**config.mk**
```make
export PLATFORM = sky130hd
export DESIGN_NAME = step_sequencer
export DESIGN_NICKNAME = d
export VERILOG_FILES = /design/src/rtl/step_sequencer.sv
export SDC_FILE = /design/constraint.sdc
export NUM_CORES = 1
export LEC_CHECK = 0
export BUFFER_PORTS_ARGS = -buffer_cell sky130_fd_sc_hd__buf_2
export CELL_PAD_IN_SITES_DETAIL_PLACEMENT = 0
export CELL_PAD_IN_SITES_GLOBAL_PLACEMENT = 1
export CORE_UTILIZATION = 37
export DETAILED_ROUTE_END_ITERATION = 6
export PLACE_DENSITY = 0.83
export SKIP_LAST_GASP = 1
export SLEW_MARGIN = 20
export SYNTH_ARGS = -nofsm -noshare
export SYNTH_HDL_FRONTEND = slang
export SYNTH_SLANG_ARGS = --single-unit
```
**constraint.sdc**
```tcl
create_clock -name iClk -period 2.1 [get_ports iClk]
set_input_delay 0.105 -clock iClk [delete_from_list [all_inputs] [get_ports iClk]]
set_output_delay 0.105 -clock iClk [all_outputs]
set_load 0.02 [all_outputs]
```
**src/rtl/step_sequencer.sv**
```systemverilog
// step_sequencer: multi-cycle CPU step sequencer with fetch/IR capture, memory handshake + timeout, halt/resume, retire counter
// Ports: iClk/iRst clock and async reset; iEn freezes all state when low;
//   iMemNeed/iMemAck/iMemData memory handshake and read data; iLast/iHalt end-of-instruction and HLT marks; iResume leaves HALT;
//   oMemReq request level; oStep/oStepIdx current step (one-hot/binary); oAdvance step moves at next edge;
//   oIR/oIRValid instruction register; oHalted/oFault state flags; oInstrCount retired instructions.
module step_sequencer #(
  parameter int N_STEPS = 5,
  parameter int IR_W    = 32,
  parameter int TIMEOUT = 15,
  parameter int CNT_W   = 16,
  localparam int SW     = $clog2(N_STEPS),
  localparam int TW     = TIMEOUT < 2 ? 1 : $clog2(TIMEOUT + 1)
) (
  input  logic              iClk,
  input  logic              iRst,
  input  logic              iEn,
  input  logic              iMemNeed,
  input  logic              iMemAck,
  input  logic [IR_W-1:0]   iMemData,
  input  logic              iLast,
  input  logic              iHalt,
  input  logic              iResume,
  output logic              oMemReq,
  output logic [N_STEPS-1:0] oStep,
  output logic [SW-1:0]     oStepIdx,
  output logic              oAdvance,
  output logic [IR_W-1:0]   oIR,
  output logic              oIRValid,
  output logic              oHalted,
  output logic              oFault,
  output logic [CNT_W-1:0]  oInstrCount
);
  typedef enum logic [1:0] {RUN, HALT, FAULT} state_t;
  state_t           state_q, state_d;
  logic [SW-1:0]    step_q, step_d;
  logic [IR_W-1:0]  ir_q, ir_d;
  logic             ir_valid_q, ir_valid_d;
  logic [CNT_W-1:0] cnt_q, cnt_d;
  logic [TW-1:0]    wait_q, wait_d;
  logic             mem_step, last, timeout_hit;
  logic [N_STEPS-1:0] one;
  always_comb begin
    one         = '0;
    one[0]      = 1'b1;
    mem_step    = (step_q == '0) | iMemNeed;
    // reset gates the combinational handshake so the request drops immediately
    oMemReq     = ~iRst & (state_q == RUN) & iEn & mem_step;
    oAdvance    = ~iRst & (state_q == RUN) & iEn & (~mem_step | iMemAck);
    last        = iLast | (step_q == SW'(N_STEPS - 1));
    // fault on the unacked edge that would bring the wait count up to TIMEOUT
    timeout_hit = (TIMEOUT != 0) & oMemReq & ~iMemAck & (wait_q == TW'(TIMEOUT - 1));
    state_d     = state_q;
    step_d      = step_q;
    ir_d        = ir_q;
    ir_valid_d  = ir_valid_q;
    cnt_d       = cnt_q;
    wait_d      = wait_q;
    if (oAdvance) begin
      wait_d = '0;
      if (step_q == '0) begin
        ir_d       = iMemData;
        ir_valid_d = 1'b1;
      end
      if (last) begin
        step_d  = '0;
        cnt_d   = cnt_q + CNT_W'(1);
        state_d = iHalt ? HALT : RUN;
      end else begin
        step_d = step_q + SW'(1);
      end
    end else if (oMemReq) begin
      wait_d  = wait_q + TW'(1);
      state_d = timeout_hit ? FAULT : state_q;
    end
    if (state_q == HALT && iEn && iResume) state_d = RUN;
  end
  always_ff @(posedge iClk or posedge iRst) begin
    if (iRst) begin
      state_q    <= RUN;
      step_q     <= '0;
      ir_q       <= '0;
      ir_valid_q <= 1'b0;
      cnt_q      <= '0;
      wait_q     <= '0;
    end else begin
      state_q    <= state_d;
      step_q     <= step_d;
      ir_q       <= ir_d;
      ir_valid_q <= ir_valid_d;
      cnt_q      <= cnt_d;
      wait_q     <= wait_d;
    end
  end
  assign oStep       = one << step_q;
  assign oStepIdx    = step_q;
  assign oIR         = ir_q;
  assign oIRValid    = ir_valid_q;
  assign oHalted     = state_q == HALT;
  assign oFault      = state_q == FAULT;
  assign oInstrCount = cnt_q;
endmodule
```
Yosys cells after proc, flatten, opt, wreduce, memory -nomap -nowiden
Index checks and enable logic that the tools add are counted.
- bits in registers: 58
- input bits: 40
- output and inout bits: 61
- word-level logic and storage cells: 46
- add/subtract/negate cells: 3
- equality and inequality tests: 5
- shift operators: 1
- multiplexer cells: 9
- bitwise logic cells: 12
- reduce and logical (&&, ||, !) cells: 10
- operator list (operator ; number):
    16-bit by 1-bit adder with 16-bit output, second input constant ; 1
    2-bit 2-to-1 mux ; 5
    4-bit 2-to-1 mux ; 2
    1-bit AND ; 6
    3-bit nonzero test ; 2
    1-bit by 3-bit << shifter with 5-bit output, first input constant ; 1
    4-bit by 1-bit adder with 4-bit output, second input constant ; 1
    4-bit == test, second input constant ; 1
    2-bit AND reduction ; 2
    3-bit by 1-bit adder with 3-bit output, second input constant ; 1
    3-bit == test, second input constant ; 1
    3-bit zero test ; 1
    3-bit 2-to-1 mux ; 1
    3-bit by 1-bit inequality test with 1-bit output, second input constant ; 1
    1-bit inverter ; 3
    1-bit OR ; 3
    3-bit AND reduction ; 1
    2-bit by 1-bit == test with 1-bit output, second input constant ; 1
    2-bit == test, second input constant ; 1
    1-bit logical AND ; 2
    2-bit zero test ; 1
    2-bit nonzero test ; 1
    1-bit 2-to-1 mux ; 1

Depth between registers and ports, before layout
Gate-level depths: netlist of run 1.
- depth after elaboration: 10
- mapped depth: 8
- mapped depth without buffers: 8

Worst setup path after synthesis of run 1
OpenSTA, ideal clock, no wires.
- kind: register to register
- start: reg step_q[0] (netlist: oStepIdx[0])
- end: reg ir_q[12] (netlist: oIR[12])
- library setup time: 0.125 ns
- arrival time: 1.862 ns
- required time: 1.975 ns
- slack: 0.113 ns
- cell stages (with the launch flop): 9
- buffers on the path: 2
- period minus slack after synthesis: 1.987 ns
- cell sequence: dfrtp_1 -> inv_1 -> ha_1 -> nand2b_1 -> inv_1 -> and3_1 -> buf_2 -> buf_4 -> mux2_2
- word-level cells in the longest chain between the ends: 6
- ends and longest elaborated chain (element ; line ; RTL):
    start: declaration ; 35 ; logic [SW-1:0] step_q, step_d;
    start signal: assignment ; 87 ; step_q <= step_d;
    3-bit zero test (*) ; 45, 60 ;
    1-bit OR ; 45 ; mem_step = (step_q == '0) | iMemNeed;
    1-bit inverter ; 48 ; oAdvance = ~iRst & (state_q == RUN) & iEn & (~mem_step | iMemAck);
    1-bit OR ; 48 ;
    1-bit AND ; 48 ;
    2-bit AND reduction (no source line) (*) ; n/a ;
    end signal: assignment ; 88 ; ir_q <= ir_d;
    end: declaration ; 36 ; logic [IR_W-1:0] ir_q, ir_d;
Every way passes the cells marked *; elsewhere a longest branch is shown, timed or not.
A chain may end at the register's enable or synchronous reset.

Final worst setup path of run 1
- start: reg state_q[1]
- end: out oMemReq
- word-level cells in the longest chain between the ends: 4
- ends and longest elaborated chain (element ; line ; RTL):
    start: declaration ; 34 ; state_t state_q, state_d;
    start signal: assignment ; 86 ; state_q <= state_d;
    2-bit zero test ; 47 ; oMemReq = ~iRst & (state_q == RUN) & iEn & mem_step;
    1-bit AND (3 in a row) ; 47 ;
    end: declaration ; 23 ; output logic oMemReq,
No other way between the ends.

==> results of run 1 <==
layer usage:
| layer | part of all wire [%] | vias up |
|---|---|---|
| li1 | - | 944 |
| met1 | 45 | 923 |
| met2 | 44 | 86 |
| met3 | 9.2 | 11 |
| met4 | 1.9 | 0 |
| met5 | 0 | - |
layout make-up:
type	instances	area, um2
Clock inverter	6	57.56
Sequential cell	58	1453
Tap cell	77	96.34
Timing Repair Buffer	127	780.7
Multi-Input combinational cell	123	1021
Inverter	8	30.03
Clock buffer	10	127.6
Fill cell	560	2929
registers in the layout, summed over array words and instances, names as in the netlist:
| register | count |
|---|---|
| state_q | 2 |
| oIR | 32 |
| wait_q | 4 |
| oInstrCount | 16 |
| oIRValid | 1 |
| oStepIdx | 3 |
worst reg2reg max path, stage by stage (launching register included):
cell and delay, ps:
dfrtp_1 410, inv_1 130, ha_1 200, nand2b_1 120, inv_1 110, and3_1 210
buf_12 210, mux2_2 380
kinds of logic after synthesis:
| logic type | share of synthesized area (%) |
|---|---|
| compound gates | 3.788 |
| xor+xnor | 5.165 |
| fa+ha+maj | 3.935 |
| buf+inv | 2.951 |
| flops | 57.06 |
| mux | 14.61 |
| simple gates | 12.49 |
stage by stage:
stage               cells  util, %  area [um2]
floorplan             196        -        2544
global placement      370    48.51        3151
detailed placement    370    48.51        3151
CTS                   405    54.29        3526
global route          409    54.90        3566
finish                409    54.90        3566
repair_timing:
item	in CTS	in global routing
endpoints found under the setup margin	0	2
buffers inserted	0	2
endpoints found under the hold margin	76	2
gates resized for setup	0	3
hold buffers	19	2
cells in the final DEF, fill, tap and decap left out, types with 7 or more instances in the layout:
cell / instances
buf_2: 100
dfrtp_1: 57
mux2_2: 33
dlygate4sd3_1: 21
xnor2_1: 12
nand2_1: 11
clkbuf_8: 9
nand3_1: 8
ha_1: 8
and3_1: 7
nand4_1: 7
power by group:
group	total, W	internal, W	leakage [nW]	switching, W
Sequential	0.00174	0.00151	0.732	0.000234
Clock	0.000973	0.000539	0.0958	0.000434
Combinational	0.00178	0.000738	0.977	0.00104
Total	0.00449	0.00279	1.80	0.00171
final timing paths:
path	end	slack [ps]
worst max-delay path	oMemReq	160
worst min-delay path	oIR[31]	10
worst max register to register	oIR[14]	210
worst min register to register	oInstrCount[15]	470
max in group asynchronous	oIR[2]	1430
min in group asynchronous	wait_q[1]	410
==> run_results.csv, run 1 <==
group,metric,value,unit
critical_path,cp.depth,4,
clock_network,ctsHtreeMaxLevel,3,
worst_hold_path,hold_path.class,"input port to register",
layout,layout-area-overhead-vs-synth,40.19,%
yosys,ys_ff_latch,58,
route,drt_first_pass_iters,6,
critical_path,critPathTopFamily,"simple AND/OR/NAND/NOR gates",
yosys,synthCells,196,
yosys,synth-main-ff-cell,"dfrtp_1",
clock_network,clock-sinks,58,
critical_path,cp_cell_sequence,"or4b_4 > buf_4 > a21oi_1 > buf_2",
timing,fmax,515.3,MHz
placement,place.gp.congestion,0.7535,
timing,drv_slew,0,
critical_path,end_kind,"primary output",
layout,nets,375,
yosys,synth.top_cell.area_share,57.06,%
critical_path,ff2ff_path_depth,7,
yosys,synthesis.nets,244,
route,routed_via_density,4.802,
grt,use_met1,20.30,%
clock_network,cts_root_buf,"clkbuf_8",
flow_run,drv_cap,0,
yosys,synth-edff-count,0,
floorplan,die_area,7211,um2
floorplan,core_area,6495,um2
critical_path,cp-start-kind,"register",
timing,layout_min_cycle_time,1941,ps
yosys,ys_warn_count,0,
clock_network,cts_tree,"built",
layout,drive_above_1_share,49.10,%
grt,grt_pass1_vias,1881,
route,ant_nets,0,
timing,tns,0,ps
grt,use_met3,5.350,%
floorplan,fp.dieH,84.92,um
timing,whs,13.54,ps
yosys,avgSynthCellArea,12.98,um2
layout,antenna_cells,0,
placement,port_buffers,100,
timing,slew_headroom,77.22,%
yosys,netlist_area,2544,um2
power,vdd_drop_max,0.0006198,V
floorplan,dieWidth,84.92,um
worst_hold_path,hold_depth,2,
yosys,synthTopCellsByArea,"dfrtp_1 57%, mux2_2 15%, xnor2_1 4.1%, ha_1 3.9%, and3_1 1.7%",
floorplan,start_util,39.16,%
route,vias,1964,
timing,setup_ws,159.4,ps
critical_path,crit_arrival,1840,ps
grt,met2_usage,26.02,%
grt,grt_start_max_net_pins,59,
worst_hold_path,holdCritStartpoint,"iMemData[31]",
grt,grt-ovfl-total,0,
route,dr.first_iter.drc_count,72,
clock_network,max-clock-path-buffers,2,
timing,hold_viol,0,
grt,grt_pass1_wl,8914,um
critical_path,critical_path.max_stage_delay,570,ps
critical_path,critPathKind,"register to primary output",
status,violations,"DRC",
status,outcome,"finished with violations",
clock_network,clock_latency,330,ps
placement,hpwl,3955,um
critical_path,cp.required,2000,ps
route,routed_wl,5608,um
timing,finClkSkew,7.758,ps
yosys,ys_seq_area_share,57.06,%
clock_network,cts_buffers,9,
clock_network,clk_pin_slew,70,ps
route,drc_errors,15,
critical_path,cp_num_buf_inv,2,
timing,tightest_slew,340.2,ps
grt,grt_usage,16.33,%
yosys,synthArstFlopShare,100.0,%
timing,rsz0062_at_grt,"no",
critical_path,cp_slowest_cell,"or4b_4",
power,p_total,0.004492,W
grt,antenna_found_initial,0,
yosys,synthTopCellsByCount,"58 x dfrtp_1, 33 x mux2_2, 12 x xnor2_1, 11 x nand2_1",
critical_path,startpoint,"state_q[1]",
floorplan,io_pins,101,
route,wl_per_cell,13.71,um
critical_path,r2r-start,"oStepIdx[0]",
placement,pre_cts_ws,216.7,ps
critical_path,worst-path-max-fanout,6,
power,leakage,1.805,nW
power,p_per_area,1260,nW/um2
yosys,yosysUniqueCellTypes,31,
yosys,synth_most_common_cell,"dfrtp_1",
timing,period_share,92.41,%
grt,top_usage_layer,"met2",
timing,setup_violations,0,
floorplan,row_count,29,
yosys,yosysTopAreaCell,"dfrtp_1",
No activity file was read; power rests on OpenSTA's default activity.
==> run 2: changes to the inputs <==
--- a/config.mk
+++ b/config.mk
@@ -8,6 +8,7 @@
 export BUFFER_PORTS_ARGS = -buffer_cell sky130_fd_sc_hd__buf_2
 export CELL_PAD_IN_SITES_DETAIL_PLACEMENT = 0
 export CELL_PAD_IN_SITES_GLOBAL_PLACEMENT = 1
+export CORE_ASPECT_RATIO = 0.6
 export CORE_UTILIZATION = 37
 export DETAILED_ROUTE_END_ITERATION = 6
 export PLACE_DENSITY = 0.83
==> run 2 against run 1 <==
Effect of this change:
- the flow now finishes without violations
- first-iteration DRC count increased by 39%
- final cell count decreased by 1.2%
- register-to-register slack worse by 30 ps
- setup slack got worse by 58 ps
- count of clock-buffer cells in the layout is 4 higher
- sequential share of layout area is 0.34 points higher
- sequential cell count unchanged
- core utilization rose by 0.67 points
- clock power rose by 29%
- design area fell by 0.91%
- largest cell class unchanged
==> run_results.csv, run 2 (synthesized netlist as in run 1, its figures left out) <==
group,metric,value,unit
route,routed_wl,5713,um
clock_network,ctsHtreeMaxLevel,3,
floorplan,dieWidth,109.0,um
timing,slew_headroom,58.27,%
status,outcome,"completed",
grt,antenna_found_initial,0,
layout,layout-area-overhead-vs-synth,38.91,%
clock_network,clock-sinks,58,
floorplan,io_pins,101,
layout,final_common_cell,"buf_2",
clock_network,cts_buffers,9,
route,vias,1934,
route,drt_first_pass_iters,4,
layout,drive_above_1_share,49.06,%
power,sw_frac_of_total,35.79,%
grt,grt_pass1_wl,9073,um
clock_network,max-clock-path-buffers,2,
critical_path,r2r_slack,180,ps
placement,port_buffers,100,
timing,finClkSkew,6.581,ps
timing,tns,0,ps
power,p_int,0.003064,W
critical_path,crit_arrival,1890,ps
power,pwr-share-comb,37.1,%
critical_path,cp.required,2000,ps
timing,layout_min_cycle_time,1998,ps
power,p_per_area,1350,nW/um2
layout,final_cell_mix,"100 x buf_2, 58 x dfrtp_1, 33 x mux2_2, 12 x xnor2_1, 11 x nand2_1",
route,ant_nets,0,
worst_hold_path,hold_path.class,"input port to register",
route,routed_via_density,4.787,
route,wl_per_cell,14.14,um
clock_network,cts_root_buf,"clkbuf_16",
placement,place.gp.congestion,0.7993,
power,power_frac_seq,36.5,%
placement,hpwl,3920,um
grt,grt_start_max_net_pins,34,
grt,grt-ovfl-total,0,
timing,period_share,95.16,%
critical_path,cp-start-kind,"register",
layout,fillers,548,
route,dr.first_iter.drc_count,100,
critical_path,worst-path-max-fanout,6,
clock_network,clk_pin_slew,50,ps
power,vdd_drop_max,0.0007151,V
power,leakage,1.794,nW
clock_network,cts_resized,0,
layout,largest_register_ffs,32,
floorplan,core_area,6359,um2
timing,fmax,500.4,MHz
timing,tightest_slew,625.1,ps
floorplan,start_util,40.00,%
timing,hold_viol,0,
grt,grt_pass1_vias,1857,
route,drc_errors,0,
floorplan,row_count,22,
clock_network,clock_latency,320,ps
power,switchingPower,0.001708,W
critical_path,end_kind,"primary output",
timing,drv_slew,0,
layout,nets,365,
timing,setup_ws,101.7,ps
flow_run,drv_cap,0,
clock_network,cts_tree,"built",
floorplan,die_area,7221,um2
placement,pre_cts_ws,196.1,ps
layout,antenna_cells,0,
critical_path,critPathKind,"register to primary output",
grt,grt_usage,17.51,%
timing,setup_violations,0,
floorplan,fp.dieH,66.23,um
power,p_clk_share,26.4,%
timing,rsz0062_at_grt,"no",
-- run 2: timing repair --
action | CTS | global route
setup buffers | 0 | 2
hold endpoints to repair | 36 | 0
endpoints found under the setup margin | 0 | 1
hold buffers | 9 | 0
-- run 2: cell type report --
cell class                      count  area [um2]  area share, %
Sequential cell                    58        1451          41.08
Multi-Input combinational cell    123        1017          28.79
Timing Repair Buffer              117       675.6          19.12
Clock buffer                       14       254.0          7.188
Tap cell                           84       105.1          2.975
Inverter                            8       30.03         0.8499
-- run 2: routing by layer --
layer	wire (um)	share of wire, %	track usage (%)
met1	2753	48	21.95
met2	2403	42	25.16
met3	491	8.6	8.571
met4	65	1.1	8.108
met5	0	0	0
-- run 2: per-stage QoR --
| step | hold slack, ps | utilization [%] | instance area [um2] | total power (W) | std cells |
|---|---|---|---|---|---|
| floorplan | 205.7 | - | 2544 | 0.002866 | 196 |
| global placement | 250.7 | 49.92 | 3174 | 0.003473 | 379 |
| detailed placement | 264.6 | 49.92 | 3174 | 0.003512 | 379 |
| CTS | 0.4755 | 55.33 | 3518 | 0.004831 | 402 |
| global route | 4.318 | 55.57 | 3533 | 0.005055 | 404 |
| finish | 16.53 | 55.57 | 3533 | 0.004771 | 404 |
-- run 2: worst paths after layout --
path | from | end | cells after the start
max | state_q[1] | oMemReq | 4
min | iMemData[15] | oIR[15] | 2
max reg2reg | state_q[1] | oInstrCount[1] | 3
min reg2reg | oIRValid | oIRValid | 1
max in group asynchronous | iRst | oInstrCount[15] | 4
min in group asynchronous | iRst | state_q[0] | 3
-- run 2: power groups by stage --
stage	sequential (W)	clock (W)	combinational, W
CTS	0.00175	0.00131	0.00177
detailed placement	0.00176	0	0.00175
global placement	0.00175	0	0.00173
floorplan	0.00222	0	0.000650
finish	0.00174	0.00126	0.00177
global route	0.00180	0.00135	0.00190
-- run 2: worst max-delay path, stage by stage (launching register included) --
cell     delay (ps)
dfrtp_1         440
or4b_1          640
buf_4           200
a21oi_1         120
buf_2           180
==> run 3: changes to the inputs <==
--- a/config.mk
+++ b/config.mk
@@ -5,13 +5,14 @@
 export SDC_FILE = /design/constraint.sdc
 export NUM_CORES = 1
 export LEC_CHECK = 0
-export BUFFER_PORTS_ARGS = -buffer_cell sky130_fd_sc_hd__buf_2
+export BUFFER_PORTS_ARGS = -buffer_cell sky130_fd_sc_hd__buf_4
 export CELL_PAD_IN_SITES_DETAIL_PLACEMENT = 0
 export CELL_PAD_IN_SITES_GLOBAL_PLACEMENT = 1
 export CORE_ASPECT_RATIO = 0.6
 export CORE_UTILIZATION = 37
 export DETAILED_ROUTE_END_ITERATION = 6
 export PLACE_DENSITY = 0.83
+export SETUP_SLACK_MARGIN = 0.2
 export SKIP_LAST_GASP = 1
 export SLEW_MARGIN = 20
 export SYNTH_ARGS = -nofsm -noshare
==> run 3 against run 2 <==
Effect of this change:
- design area up 9.0%
- largest power group unchanged
- die area unchanged
- clock power up 35%
- clock skew about the same
- non-clock buffer count down 7
- sequential share of layout area down 3.3 points
- fmax up 10%
- routed wire length up 0.63%
==> run_results.csv, run 3 (synthesized netlist as in run 1, its figures left out) <==
group,metric,value,unit
status,outcome,"completed",
clock_network,cts_buffers,9,
flow_run,drv_cap,0,
worst_hold_path,min_to,"oIR[15]",
floorplan,dieWidth,109.0,um
timing,period_share,86.41,%
timing,layout_min_cycle_time,1815,ps
timing,fmax,551.1,MHz
floorplan,row_count,22,
grt,grt_pass1_vias,1831,
layout,final_common_cell,"buf_4",
floorplan,io_pins,101,
power,p_per_area,1444,nW/um2
worst_hold_path,hold_path.class,"input port to register",
critical_path,critPathTopFamily,"simple AND/OR/NAND/NOR gates",
critical_path,r2r-start,"state_q[0]",
route,wl_per_cell,14.41,um
layout,antenna_cells,0,
clock_network,clk_pin_slew,50,ps
route,ant_nets,0,
critical_path,ff2ff_path_depth,4,
floorplan,core_area,6359,um2
clock_network,clock-sinks,58,
floorplan,die_area,7221,um2
critical_path,cp_slowest_cell,"dfrtp_2",
timing,rsz0062_at_grt,"yes",
layout,largest_register_ffs,32,
route,routed_wl,5749,um
worst_hold_path,hold_depth,2,
worst_hold_path,holdCritStartpoint,"iMemData[15]",
layout,fillers,521,
placement,port_buffers,100,
critical_path,cp_cell_sequence,"nor4b_4 > and3_1 > buf_12 > mux2_2",
clock_network,clock_latency,310,ps
route,routed_via_density,4.799,
grt,grt_usage,17.12,%
timing,finClkSkew,6.113,ps
power,vdd_drop_max,0.0008833,V
layout,finish.utilization,60.57,%
layout,layout-area-overhead-vs-synth,51.40,%
critical_path,cp_num_buf_inv,1,
clock_network,max-clock-path-buffers,2,
placement,place.gp.congestion,0.7632,
grt,antenna_found_initial,0,
critical_path,critical_path.max_stage_delay,440,ps
critical_path,crit_arrival,2010,ps
critical_path,worst-path-max-fanout,33,
layout,drive_above_1_share,54.29,%
route,drt_first_pass_iters,4,
layout,final_cell_mix,"106 x buf_4, 55 x dfrtp_1, 33 x mux2_2, 12 x xnor2_1, 11 x nand2_1",
critical_path,cp.required,2290,ps
critical_path,cp-start-kind,"register",
critical_path,end_kind,"register",
route,vias,1915,
timing,hold_viol,0,
layout,nets,358,
critical_path,critPathKind,"register to register",
critical_path,r2r_end,"oIR[26]",
grt,grt_pass1_wl,9059,um
floorplan,start_util,40.00,%
timing,slew_headroom,70.96,%
timing,tns,0,ps
grt,grt_start_max_net_pins,34,
timing,drv_slew,0,
clock_network,cts_tree,"built",
clock_network,cts_root_buf,"clkbuf_16",
grt,grt-ovfl-total,0,
power,leakage,1.876,nW
route,dr.first_iter.drc_count,60,
timing,setup_violations,0,
critical_path,r2r_slack,290,ps
placement,hpwl,4198,um
timing,tightest_slew,434.9,ps
power,p_total,0.005561,W
clock_network,ctsHtreeMaxLevel,3,
floorplan,fp.dieH,66.23,um
route,drc_errors,0,
[run 3: final cells by class]
class | count | area [um2] | share of cell area, %
sequential | 58 | 1455 | 37.78
inverter | 8 | 30.03 | 0.7797
tap | 84 | 105.1 | 2.729
clock inverter | 4 | 97.59 | 2.534
clock buffer | 12 | 256.5 | 6.660
multi-input combinational | 123 | 1057 | 27.45
timing repair buffer | 110 | 849.6 | 22.06
[run 3: how the worst max path moves through the flow]
stage,endpoint,startpoint,slack [ps],cells past startpoint
floorplan,oIR[12],oStepIdx[0],200,8
global placement,oInstrCount[1],state_q[1],160,3
detailed placement,oInstrCount[1],state_q[1],150,3
CTS,oInstrCount[8],state_q[1],200,5
global route,oInstrCount[11],state_q[0],190,5
finish,oIR[26],state_q[0],290,4
[run 3: power breakdown]
group | switching [W] | internal, W
Combinational | 0.00108 | 0.00101
Clock | 0.000478 | 0.00122
Sequential | 0.000251 | 0.00152
Total | 0.00181 | 0.00375
[run 3: routing by layer]
metal	up-vias	GRT usage (%)	part of all wire, %
li1	913	-	-
met1	936	24.61	51
met2	64	22.33	41
met3	2	7.389	8.0
met4	0	6.081	0.33
met5	-	0	0
[run 3: what timing repair did]
item	CTS	global route
endpoints found under the setup margin	3	44
gates resized for setup	1	10
pin swaps	1	4
setup buffers	1	0
hold buffers	2	0
endpoints found under the hold margin	19	0
[run 3: metrics by stage]
| step | std cells | setup slack (ps) | hold WS (ps) | cell area, um2 |
|---|---|---|---|---|
| after floorplan | 196 | 198.1 | 205.7 | 2546 |
| after global routing | 399 | 187.9 | 6.640 | 3851 |
| after detailed placement | 380 | 151.2 | 168.4 | 3422 |
| after global placement | 380 | 161.7 | 157.6 | 3422 |
| after CTS | 399 | 197.8 | 8.300 | 3807 |
| final | 399 | 285.4 | 17.87 | 3851 |
